===== config.mk =====
export PLATFORM = sky130hd
export DESIGN_NAME = shift_pipe
export DESIGN_NICKNAME = d
export VERILOG_FILES = /design/src/rtl/shift_pkg.sv /design/src/rtl/shift_stage.sv /design/src/rtl/shift_pipe.sv
export SDC_FILE = /design/constraint.sdc
export NUM_CORES = 1
export LEC_CHECK = 0
export BUFFER_PORTS_ARGS = -buffer_cell sky130_fd_sc_hd__buf_2
export CORE_UTILIZATION = 45
export CTS_BUF_LIST = sky130_fd_sc_hd__clkbuf_16
export DETAILED_ROUTE_END_ITERATION = 8
export PLACE_DENSITY_LB_ADDON = 0.25
export SYNTH_ARGS = -nofsm -noshare
export SYNTH_HDL_FRONTEND = slang
export SYNTH_SLANG_ARGS = --single-unit

===== constraint.sdc =====
create_clock -name clk_i -period 1.6 [get_ports clk_i]
set_input_delay 0.08 -clock clk_i [delete_from_list [all_inputs] [get_ports clk_i]]
set_output_delay 0.08 -clock clk_i [all_outputs]
set_load 0.05 [all_outputs]

===== src/rtl/shift_pkg.sv =====
// Shared types and elaboration helpers for the pipelined shift unit.
// Maps shift levels (shift by 2^j) onto pipeline stages.
package shift_pkg;

    typedef enum logic [1:0] {
        SHIFT_SLL = 2'd0,
        SHIFT_SRL = 2'd1,
        SHIFT_SRA = 2'd2,
        SHIFT_ROR = 2'd3
    } shift_op_e;

    localparam int MAX_SHAMT_W = 6;

    function automatic int shamt_width(input int xlen);
        return $clog2(xlen);
    endfunction

    function automatic int level_stage(input int j, input int stages, input int levels);
        return (j * stages) / levels;
    endfunction

    // Levels land on stages monotonically, so each stage owns a contiguous range.
    function automatic int stage_first_lvl(input int k, input int stages, input int levels);
        int first;
        first = 0;
        for (int j = levels - 1; j >= 0; j--) begin
            if (level_stage(j, stages, levels) == k) first = j;
        end
        return first;
    endfunction

    function automatic int stage_num_lvl(input int k, input int stages, input int levels);
        int num;
        num = 0;
        for (int j = 0; j < levels; j++) begin
            if (level_stage(j, stages, levels) == k) num++;
        end
        return num;
    endfunction

endpackage


===== src/rtl/shift_stage.sv =====
// One pipeline slice: applies levels FIRST_LVL..FIRST_LVL+NUM_LVL-1, then registers.
// Rotate is built only when SHIFT_PIPE_ROTATE_EN is defined; otherwise op 3 acts as SRL.
module shift_stage
    import shift_pkg::*;
#(
    parameter int XLEN      = 32,
    parameter int TAG_W     = 5,
    parameter int FIRST_LVL = 0,
    parameter int NUM_LVL   = 1,
    parameter int SW        = shamt_width(XLEN)
) (
    input  logic             clk,
    input  logic             rst_n,
    input  logic             flush,
    input  logic             up_valid,
    input  logic [1:0]       up_op,
    input  logic [XLEN-1:0]  up_data,
    input  logic [SW-1:0]    up_shamt,
    input  logic [TAG_W-1:0] up_tag,
    input  logic             down_advance,
    output logic             advance,
    output logic             valid_q,
    output logic [1:0]       op_q,
    output logic [XLEN-1:0]  data_q,
    output logic [SW-1:0]    shamt_q,
    output logic [TAG_W-1:0] tag_q
);

    logic [XLEN-1:0] shifted;

    always_comb begin
        shifted = up_data;
        for (int l = 0; l < NUM_LVL; l++) begin
            if (up_shamt[FIRST_LVL + l]) begin
                case (shift_op_e'(up_op))
                    SHIFT_SLL: shifted = shifted << (1 << (FIRST_LVL + l));
                    SHIFT_SRA: shifted = $unsigned($signed(shifted) >>> (1 << (FIRST_LVL + l)));
`ifdef SHIFT_PIPE_ROTATE_EN
                    SHIFT_ROR: shifted = (shifted >> (1 << (FIRST_LVL + l)))
                                       | (shifted << (XLEN - (1 << (FIRST_LVL + l))));
`endif
                    default:   shifted = shifted >> (1 << (FIRST_LVL + l));
                endcase
            end
        end
    end

    // A full stage may only move when the stage below makes room.
    assign advance = !valid_q || down_advance;

    always_ff @(posedge clk or negedge rst_n) begin
        if (!rst_n) begin
            valid_q <= 1'b0;
            op_q    <= '0;
            data_q  <= '0;
            shamt_q <= '0;
            tag_q   <= '0;
        end else begin
            if (flush) begin
                valid_q <= 1'b0;
            end else if (advance) begin
                valid_q <= up_valid;
            end
            if (advance && up_valid && !flush) begin
                op_q    <= up_op;
                data_q  <= shifted;
                shamt_q <= up_shamt;
                tag_q   <= up_tag;
            end
        end
    end

endmodule


===== src/rtl/shift_pipe.sv =====
// Pipelined SLL/SRL/SRA(/ROR) unit with valid/ready handshake, tag pass-through and flush.
// Optional rotate datapath: define SHIFT_PIPE_ROTATE_EN.
module shift_pipe
    import shift_pkg::*;
#(
    parameter int XLEN       = 32,
    parameter int NUM_STAGES = 2,
    parameter int TAG_W      = 5
) (
    input  logic                     clk_i,
    input  logic                     rst_ni,
    input  logic                     flush_i,
    input  logic                     in_valid_i,
    output logic                     in_ready_o,
    input  logic [1:0]               op_i,
    input  logic [XLEN-1:0]          a_i,
    input  logic [$clog2(XLEN)-1:0]  shamt_i,
    input  logic [TAG_W-1:0]         tag_i,
    output logic                     out_valid_o,
    input  logic                     out_ready_i,
    output logic [XLEN-1:0]          res_o,
    output logic [TAG_W-1:0]         tag_o
);

    localparam int SW = shamt_width(XLEN);

    // Index k is the input of stage k; index NUM_STAGES is the output register.
    logic [NUM_STAGES:0]            valid_s;
    logic [NUM_STAGES:0]            adv_s;
    logic [NUM_STAGES:0][1:0]       op_s;
    logic [NUM_STAGES:0][XLEN-1:0]  data_s;
    logic [NUM_STAGES:0][SW-1:0]    shamt_s;
    logic [NUM_STAGES:0][TAG_W-1:0] tag_s;

    assign valid_s[0]          = in_valid_i;
    assign op_s[0]             = op_i;
    assign data_s[0]           = a_i;
    assign shamt_s[0]          = shamt_i;
    assign tag_s[0]            = tag_i;
    assign adv_s[NUM_STAGES]   = out_ready_i;

    for (genvar k = 0; k < NUM_STAGES; k++) begin : g_stage
        localparam int FIRST = stage_first_lvl(k, NUM_STAGES, SW);
        localparam int NUM   = stage_num_lvl(k, NUM_STAGES, SW);

        shift_stage #(
            .XLEN      (XLEN),
            .TAG_W     (TAG_W),
            .FIRST_LVL (FIRST),
            .NUM_LVL   (NUM),
            .SW        (SW)
        ) u_stage (
            .clk          (clk_i),
            .rst_n        (rst_ni),
            .flush        (flush_i),
            .up_valid     (valid_s[k]),
            .up_op        (op_s[k]),
            .up_data      (data_s[k]),
            .up_shamt     (shamt_s[k]),
            .up_tag       (tag_s[k]),
            .down_advance (adv_s[k+1]),
            .advance      (adv_s[k]),
            .valid_q      (valid_s[k+1]),
            .op_q         (op_s[k+1]),
            .data_q       (data_s[k+1]),
            .shamt_q      (shamt_s[k+1]),
            .tag_q        (tag_s[k+1])
        );
    end

    assign in_ready_o  = adv_s[0];
    assign out_valid_o = valid_s[NUM_STAGES];
    assign res_o       = data_s[NUM_STAGES];
    assign tag_o       = tag_s[NUM_STAGES];

    logic unused_tail;
    assign unused_tail = ^{op_s[NUM_STAGES], shamt_s[NUM_STAGES]};

endmodule


==> run summary, run 1 <==
The worst-case setup margin in the final layout came out at -51.06 ps. The core region area is 0.01543 mm2. The tightest slew margin relative to the limit came out at 52.18%. The sum of net half-perimeters after detailed placement is 21080 um. After global routing the overflow that remains totals 0.

The starting utilization of the core area came out at 46.66%. The total wire length came out at 27880 um. The first-pass GRT wire length came out at 42790 um. The width of the die is 128.5 um. The signal on the critical path passes through nor2b_4, or3b_4, buf_12, buf_6, a221o_1. The highest net fanout along the worst path is 5. The number of antenna violations at the first check in global routing is 0. The clock input transition at the sequential cells of the worst setup and hold paths is 60 ps.

The final reports fail on setup timing. The most instantiated flip-flop cell in the synthesis netlist is sky130_fd_sc_hd__dfrtp_1. The post-layout total power is 9414 uW. The site row count came out at 45. The path class of the tightest hold or removal check is primary input to flip-flop. The max-slew violation total from the final report is 0. The H-tree depth came out at 3. The peak supply drop is 683.9 uV. The count of cell instances traversed by the critical path is 5.

Static timing analysis puts the maximum clock frequency at 605.7 MHz. The worst setup path is captured at a flip-flop. Once detail routing completed, the nets flagged for antenna violations numbered 0. The area added between synthesis and finish came out at 35.11%.

The clock network burns 20.9% of the power. In this run the static leakage power is 0.004203 uW. The library cell used most frequently in the layout, excluding fill and tap cells, is sky130_fd_sc_hd__buf_4. The fraction of synthesized cell area taken by the top area cell type came out at 27.81%. In this run the tool buffered the top-level ports with 87 buffer cells. Of the total power, registers draw 30.6%.

The TritonCTS clock tree is yes. During synthesis, Yosys emitted a total of 0 warnings. Counting flops with a built-in enable in the synthesized netlist gives 0. The internal power came out at 5267 uW. The average footprint of a synthesized cell is 7.884 um2. The final estimated routing congestion in global placement came out at 0.9941. The die span in y came out at 128.5 um.

The shortest clock period the worst path allows after layout came out at 1651 ps. The first detailed-routing pass took 6 iterations. The routed length per placed instance is 21.33 um. The clock passes through at most 2 buffers. At the pin with the least slew margin, the transition time is 714.7 ps. The run finished, with violations left. The count of antenna diodes in the layout came out at 0. The via-per-instance ratio is 6.351. The count of final setup violators came out at 8. Setup repair after global routing could not meet its margin everywhere. For the worst setup path, the data required time is 1820 ps.

The endpoint arrival time on the critical path came out at 1870 ps. The final clock period utilization by the worst path came out at 103.2%. The area of the die is 0.01651 mm2. The post-layout instance area came out at 0.009726 mm2. The final worst clock skew is 9.515 ps. The worst reg2reg path depth is 5. After synthesis the netlist holds a flip-flop and latch count of 80. After synthesis, the cell types taking the most area are sky130_fd_sc_hd__dfrtp_1 28%, sky130_fd_sc_hd__mux2i_1 7.2%, sky130_fd_sc_hd__nand2_1 6.3%. The global-route usage over all layers came out at 33.66%.

Across the run, the number of max-cap violations was 0. CTS placed an instance of sky130_fd_sc_hd__clkbuf_16 at the clock tree root. The switching power total came out at 4147 uW.

The iteration-0 DRC count of the detailed router is 1064. Summing over every cut layer, the via total after detailed routing is 8301. On the worst path, the slowest cell contributes a delay of 410 ps. The share of synthesized registers carrying an async set or reset is 100.0%.

Leaving out fill and tap cells, the most frequent cells in the layout are 164 x sky130_fd_sc_hd__buf_4, 117 x sky130_fd_sc_hd__nand2_1, 85 x sky130_fd_sc_hd__buf_2, 82 x sky130_fd_sc_hd__nor2_1, 76 x sky130_fd_sc_hd__dfrtp_1. The instance count of the mapped netlist came out at 913. The net count of the finished layout is 1140. The critical path in this run is classified as flip-flop to flip-flop. Counting every net in the synthesized netlist gives 962. The share of the yosys chip area belonging to registers is 27.81%. The category of the worst setup path launch point is a flip-flop. The placed standard-cell area came out at 0.008803 mm2. sky130_fd_sc_hd__dfrtp_1 takes more of the synthesized area than any other cell.

The proportion of total power due to net switching is 44.05%. The DRC violation count after routing came out at 0. The pin count of the biggest net entering global routing is 46. The latest clock arrival within the worst-skew pair came out at 340 ps. The count of clock tree sinks is 80. In this run, distinct cell masters in the synthesized netlist total 59. The master of the slowest instance on the critical path is sky130_fd_sc_hd__dfrtp_2. The via count of the first global-routing pass is 7496.

The cell depth of the worst min-delay path is 3. Pin placement for this block handled 88 I/O pins. Broken down by cell family, the worst path's largest delay share belongs to simple AND/OR/NAND/NOR gates.

In this run, CTS created clock tree buffers numbering 9. Combinational logic burns 48.4% of the power. The share of post-route cells with drive strength above 1 is 36.22%. For this design the ratio of total power to cell area is 968.0 mW/mm2.

The sum of buffers and inverters on the critical path is 2. The area of the mapped netlist is 0.007198 mm2. The total count of hold-check failures in the final report is 0.
-- logic make-up after synthesis --
family | share of synthesized area [%]
flip-flops | 27.81
multiplexers | 12.65
buffers and inverters | 8.917
AND/OR/NAND/NOR | 22.88
AO/OA/AOI/OAI | 27.74
-- state kept, by name, indices dropped and copies added (netlist names) --
name	count
g_stage.u_stage.valid_q	2
g_stage.u_stage.op_q	2
g_stage.u_stage.tag_q	10
g_stage.u_stage.shamt_q	2
g_stage.u_stage.data_q	64
-- final cells by class --
cell class | count | area [um2]
fill | 1389 | 5702
multi-input combinational | 708 | 4941
timing repair buffer | 286 | 2203
sequential | 80 | 2007
tap | 211 | 264.0
clock buffer | 9 | 225.2
clock inverter | 7 | 60.06
inverter | 6 | 25.02
-- synthesized netlist by cell type, types with 6 or more instances --
cell type                    n
sky130_fd_sc_hd__and3_1      7
sky130_fd_sc_hd__o211ai_1    8
sky130_fd_sc_hd__buf_2      25
sky130_fd_sc_hd__o21ai_0    56
sky130_fd_sc_hd__nand4_1     7
sky130_fd_sc_hd__clkbuf_1   57
sky130_fd_sc_hd__o221ai_1   12
sky130_fd_sc_hd__a21oi_1    45
sky130_fd_sc_hd__nand2_1   121
sky130_fd_sc_hd__a211oi_1   23
sky130_fd_sc_hd__nor2_1     84
sky130_fd_sc_hd__mux4_2      8
sky130_fd_sc_hd__nand3_1    15
sky130_fd_sc_hd__mux2_2     15
sky130_fd_sc_hd__nor2b_1    24
sky130_fd_sc_hd__nor3_1     19
sky130_fd_sc_hd__a31oi_1    51
sky130_fd_sc_hd__o22a_1      6
sky130_fd_sc_hd__mux2i_1    52
sky130_fd_sc_hd__a311oi_1   13
sky130_fd_sc_hd__buf_4      34
sky130_fd_sc_hd__nand2b_1   11
sky130_fd_sc_hd__o21a_1      6
sky130_fd_sc_hd__dfrtp_1    80
sky130_fd_sc_hd__a221o_1     7
sky130_fd_sc_hd__a221oi_1    6
sky130_fd_sc_hd__o31ai_1    13
sky130_fd_sc_hd__or3b_2     25
-- tightest hold or removal path, delay by kind of cell --
kind            cells  cell delay, ps
compound gates      2             200
buf+inv             1             170
-- power by group through the flow --
stage,Sequential [uW],Combinational [uW],Clock [uW]
final,2880,4560,1970
after global routing,2930,4830,2080
after CTS,2850,4210,2000
after detailed placement,2890,4030,0
after global placement,2870,4010,0
after floorplan,2830,2950,0
-- repair_timing --
| item | CTS | global route |
|---|---|---|
| gates resized for setup | 47 | 55 |
| setup endpoints to repair | 28 | 31 |
| pin swaps | 12 | 18 |
| hold buffers | 10 | 0 |
| hold endpoints to repair | 89 | 0 |
| gates cloned | 0 | 2 |
| setup buffers | 3 | 5 |
-- stage by stage --
step           hold WS [ps]  worst slack, ps  std cells  utilization (%)  setup TNS (ps)
2_1_floorplan        -215.6           -476.6        913                -          -18760
5_1_grt               131.6           -76.96       1307            63.04          -722.3
3_3_place_gp         -14.49           -207.2       1272            57.06           -3218
3_5_place_dp         -14.47           -225.1       1272            57.06           -3729
4_1_cts               128.5           -48.43       1301            61.00          -269.5
6_report              144.8           -51.06       1307            63.04          -220.7
-- routing by layer --
| layer | vias up | wire (um) | GRT usage (%) |
|---|---|---|---|
| met5 | - | 0 | 0 |
| met4 | 0 | 1054 | 12.39 |
| met1 | 3923 | 11960 | 47.86 |
| li1 | 3751 | - | - |
| met2 | 540 | 12290 | 50.62 |
| met3 | 87 | 2581 | 6.445 |
-- final timing paths --
kind / startpoint / end / slack [ps]
setup / recovery: g_stage[1].u_stage.valid_q$_DFFE_PN0P_ / g_stage[1].u_stage.data_q[12]$_DFFE_PN0P_ / -50
hold / removal: shamt_i[1] / g_stage[0].u_stage.data_q[20]$_DFFE_PN0P_ / 140
setup reg to reg: g_stage[1].u_stage.valid_q$_DFFE_PN0P_ / g_stage[1].u_stage.data_q[12]$_DFFE_PN0P_ / -50
hold reg to reg: g_stage[0].u_stage.tag_q[4]$_DFFE_PN0P_ / g_stage[1].u_stage.tag_q[4]$_DFFE_PN0P_ / 470
max in group asynchronous: rst_ni / g_stage[0].u_stage.shamt_q[3]$_DFFE_PN0P_ / 870
min in group asynchronous: rst_ni / g_stage[0].u_stage.valid_q$_DFFE_PN0P_ / 170
No activity file was read; power rests on OpenSTA's default activity.
==> inputs of run 2 (changes only) <==
--- a/config.mk
+++ b/config.mk
@@ -5,10 +5,10 @@
 export SDC_FILE = /design/constraint.sdc
 export NUM_CORES = 1
 export LEC_CHECK = 0
-export BUFFER_PORTS_ARGS = -buffer_cell sky130_fd_sc_hd__buf_2
 export CORE_UTILIZATION = 45
 export CTS_BUF_LIST = sky130_fd_sc_hd__clkbuf_16
 export DETAILED_ROUTE_END_ITERATION = 8
+export DONT_BUFFER_PORTS = 1
 export PLACE_DENSITY_LB_ADDON = 0.25
 export SYNTH_ARGS = -nofsm -noshare
 export SYNTH_HDL_FRONTEND = slang
==> run 2 against run 1 <==
  * The flow finishes with violations (hold timing, setup timing)
  * Non-clock buffer count shrank 160
  * Maximum frequency decreased by 3.4%
  * Final cell count fell by 12%
  * Sequential power grew 15%
  * Critical path depth rose by 1
  * Count of clock-buffer cells in the layout stayed put
  * Design area decreased by 11%
  * Core utilization shrank 6.9 points
  * Clock skew hardly changed
  * Hold slack got worse by 710 ps
  * Clock power is 4% higher
==> run summary, run 2 (synthesis gave the netlist of run 1 again) <==
The met2 usage in global routing is 46.30% (-4.3 points). The total count of hold-check failures in the final report came to 80 (+80). The library cells used most frequently in the layout, excluding fill and tap cells, are 118 x sky130_fd_sc_hd__nand2_1, 97 x sky130_fd_sc_hd__buf_4, 81 x sky130_fd_sc_hd__nor2_1, 76 x sky130_fd_sc_hd__dfrtp_1, 53 x sky130_fd_sc_hd__o21ai_0. The maximum number of buffers from clock root to sink is 2 (unchanged). The DRC violation count after routing is 0 (unchanged). The worst setup path is captured at a flip-flop. The count of hold buffers inserted by post-cts repair is 12 (+2). The setup slack of the worst register-to-register path came out at -110 ps (-60 ps). The pin count of the biggest net entering global routing came out at 128 (+180%). The routed length per placed instance came out at 23.21 um (+8.8%).

The number of buffers created by CTS is 9 (unchanged). The final cell utilization of the core came to 56.11% (-6.9 points). The area of the die came out at 0.01651 mm2 (unchanged). The root buffer cell is sky130_fd_sc_hd__clkbuf_16. Setup repair after global routing could not meet its margin everywhere. The number of placed I/O pins came out at 88 (unchanged). The critical path starts at g_stage[0].u_stage.op_q[0]$_DFFE_PN0P_.

In this run the worst hold path is classified as primary input to async pin. The net total in the final layout is 981 (-14%). The final estimated routing congestion in global placement came to 0.9720 (-2.2%).

The worst reg2reg path depth is 6 (+1). The worst slack on hold paths is -561.6 ps (-706.4 ps). The count of buffers from port buffering came to 0 (-100%). The slew at the pin closest to its max-slew limit came to 592.8 ps (-121.8 ps). The master of the slowest instance on the critical path is sky130_fd_sc_hd__dfrtp_2. The H-tree depth was 3 (unchanged).

The number of fillers in the final layout is 1449 (+4.3%). The total wire length is 26640 um (-4.5%). The latest clock arrival within the worst-skew pair came out at 340 ps (about the same). The total number of vias came out at 7571 (-8.8%).

The max-slew violation total from the final report came out at 0 (unchanged). The count of clock tree sinks is 80 (unchanged). The site row count came out at 45 (unchanged).

The cell leakage power came out at 0.003476 uW (-17%). The most numerous cell type found on the critical path is sky130_fd_sc_hd__buf_4. The category of the worst setup path launch point is a flip-flop. The iteration-0 DRC count of the detailed router was 924 (-13%). The total iterations of the first detailed-routing run came out at 6 (unchanged). The via-per-instance ratio is 6.595 (+3.8%). The destination of the worst register-to-register timing path is g_stage[1].u_stage.data_q[14]$_DFFE_PN0P_. The routing usage on met3 is 6.570% (+0.12 points). The peak supply drop is 532.6 uV (-22%). The register with the most flip-flops in the final layout is g_stage.u_stage.data_q.

The share of post-route cells with drive strength above 1 is 25.72% (-11 points). The first-pass GRT wire length is 40000 um (-6.5%). The count of antenna diodes in the layout came to 0 (unchanged). The flow ran to the end, but the final reports show violations.

The width of the die is 128.5 um (unchanged). The critical register-to-register path startpoint is g_stage[0].u_stage.op_q[0]$_DFFE_PN0P_. The area of the multi-input gates came out at 0.004920 mm2 (-0.43%). The via count of the first global-routing pass is 6877 (-8.3%). The core region area came out at 0.01543 mm2 (unchanged).

The global-route usage over all layers is 31.41% (-2.2 points). The highest net fanout along the worst path came out at 6 (+1). The capture point of the worst path is g_stage[1].u_stage.data_q[14]$_DFFE_PN0P_. The layer flagged by global routing as most heavily used is met2. The number of maximum-capacitance constraint violations came to 0 (unchanged). The count of final setup violators is 8 (unchanged).

The area taken by flip-flops and latches came out at 0.002007 mm2 (unchanged). The largest stage delay on the critical path is 440 ps (+30 ps). Traced cell by cell, the critical path runs through nand3b_1, buf_4, a31oi_1, buf_4, and3_4, a221o_1. Leaving out fill and tap cells, the most frequent cell in the layout is sky130_fd_sc_hd__nand2_1.

The shortest clock period the worst path allows after layout is 1710 ps (+58.45 ps). The clock input transition at the sequential cells of the worst setup and hold paths came to 60 ps (about the same). The remaining antenna violation count after routing is 0 (unchanged).

The highest attainable clock frequency came out at 585.0 MHz (-3.4%). The worst setup path is of the flip-flop to flip-flop kind. The area added between synthesis and finish came out at 20.25%. The final worst clock skew came to 9.602 ps (+0.08638 ps). The sum of net half-perimeters after detailed placement came to 18270 um (-13%). The flip-flop count of the largest register, all copies and words added is 64 (unchanged).

TritonCTS built the clock tree. The largest registers in the layout are g_stage.u_stage.data_q: 64 flops, g_stage.u_stage.tag_q: 10 flops. The post-layout total power is 8862 uW (-5.9%).

The tightest slew margin relative to the limit is 60.48% (+8.3 points). The starting utilization of the core area came out at 46.66% (unchanged). The endpoint arrival time on the critical path came out at 1990 ps (+120 ps).

The worst-case setup margin in the final layout came out at -109.5 ps (-58.45 ps). The remaining global-route overflow is 0 (unchanged). The required time at the endpoint of the critical path is 1880 ps (+60 ps). The number of antenna violations at the first check in global routing is 0 (unchanged). The die span in y is 128.5 um (unchanged).

The total power divided by cell area is 1024 mW/mm2 (+5.8%). The met1 usage came out at 45.09% (-2.8 points). The final clock period utilization by the worst path is 106.8% (+3.7 points).

The checks that failed: hold timing, setup timing.
## run 2: worst min path at each step
stage / from / end / slack [ps]
finish: rst_ni / g_stage[1].u_stage.data_q[30]$_DFFE_PN0P_ / -560
global route: rst_ni / g_stage[1].u_stage.data_q[16]$_DFFE_PN0P_ / -580
CTS: rst_ni / g_stage[1].u_stage.valid_q$_DFFE_PN0P_ / -580
detailed placement: rst_ni / g_stage[1].u_stage.valid_q$_DFFE_PN0P_ / -210
global placement: rst_ni / g_stage[1].u_stage.valid_q$_DFFE_PN0P_ / -210
floorplan: rst_ni / g_stage[0].u_stage.data_q[0]$_DFFE_PN0P_ / -220
## run 2: per-stage QoR
stage	std cells	area [um2]	setup TNS (ps)	setup slack, ps	hold WS (ps)
after floorplan	913	7269	-18760	-476.6	-215.6
after global placement	1110	7737	-480.0	-143.9	-213.8
after detailed placement	1110	7737	-864.0	-93.66	-213.4
after CTS	1139	8264	-12.60	-9.342	-576.6
after global routing	1148	8656	-794.5	-152.2	-581.3
final	1148	8656	-336.0	-109.5	-561.6
## run 2: worst max-delay path, delay by kind of cell, from the launching register on
kind	cells	cell delay (ps)
AND/OR/NAND/NOR	2	500
AO/OA/AOI/OAI	2	290
flip-flops	1	440
buffers and inverters	2	410
## run 2: power by group
group          switching (uW)  internal, uW  leakage [uW]
sequential                864          2450      0.000951
clock                     834          1210      0.000144
combinational            2020          1490       0.00238
## run 2: final cells by class
class / instances / share of cell area [%]
inverter: 6 / 0.2891
clock inverter: 7 / 0.7950
sequential: 80 / 23.19
timing repair buffer: 126 / 13.24
multi-input combinational: 709 / 56.84
clock buffer: 9 / 2.602
tap: 211 / 3.050
## run 2: repair_timing
item                                    4_1_cts  5_1_grt
cloned                                        0        5
resized for setup                            23       63
hold endpoints to repair                     95       80
setup buffers                                 1        4
endpoints found under the setup margin       32       40
pin swaps                                     4       22
## run 2: layer usage
| layer | up-vias | wire length (um) |
|---|---|---|
| met5 | - | 0 |
| met4 | 0 | 863 |
| met3 | 60 | 2681 |
| met2 | 480 | 11740 |
| met1 | 3578 | 11350 |
| li1 | 3453 | - |
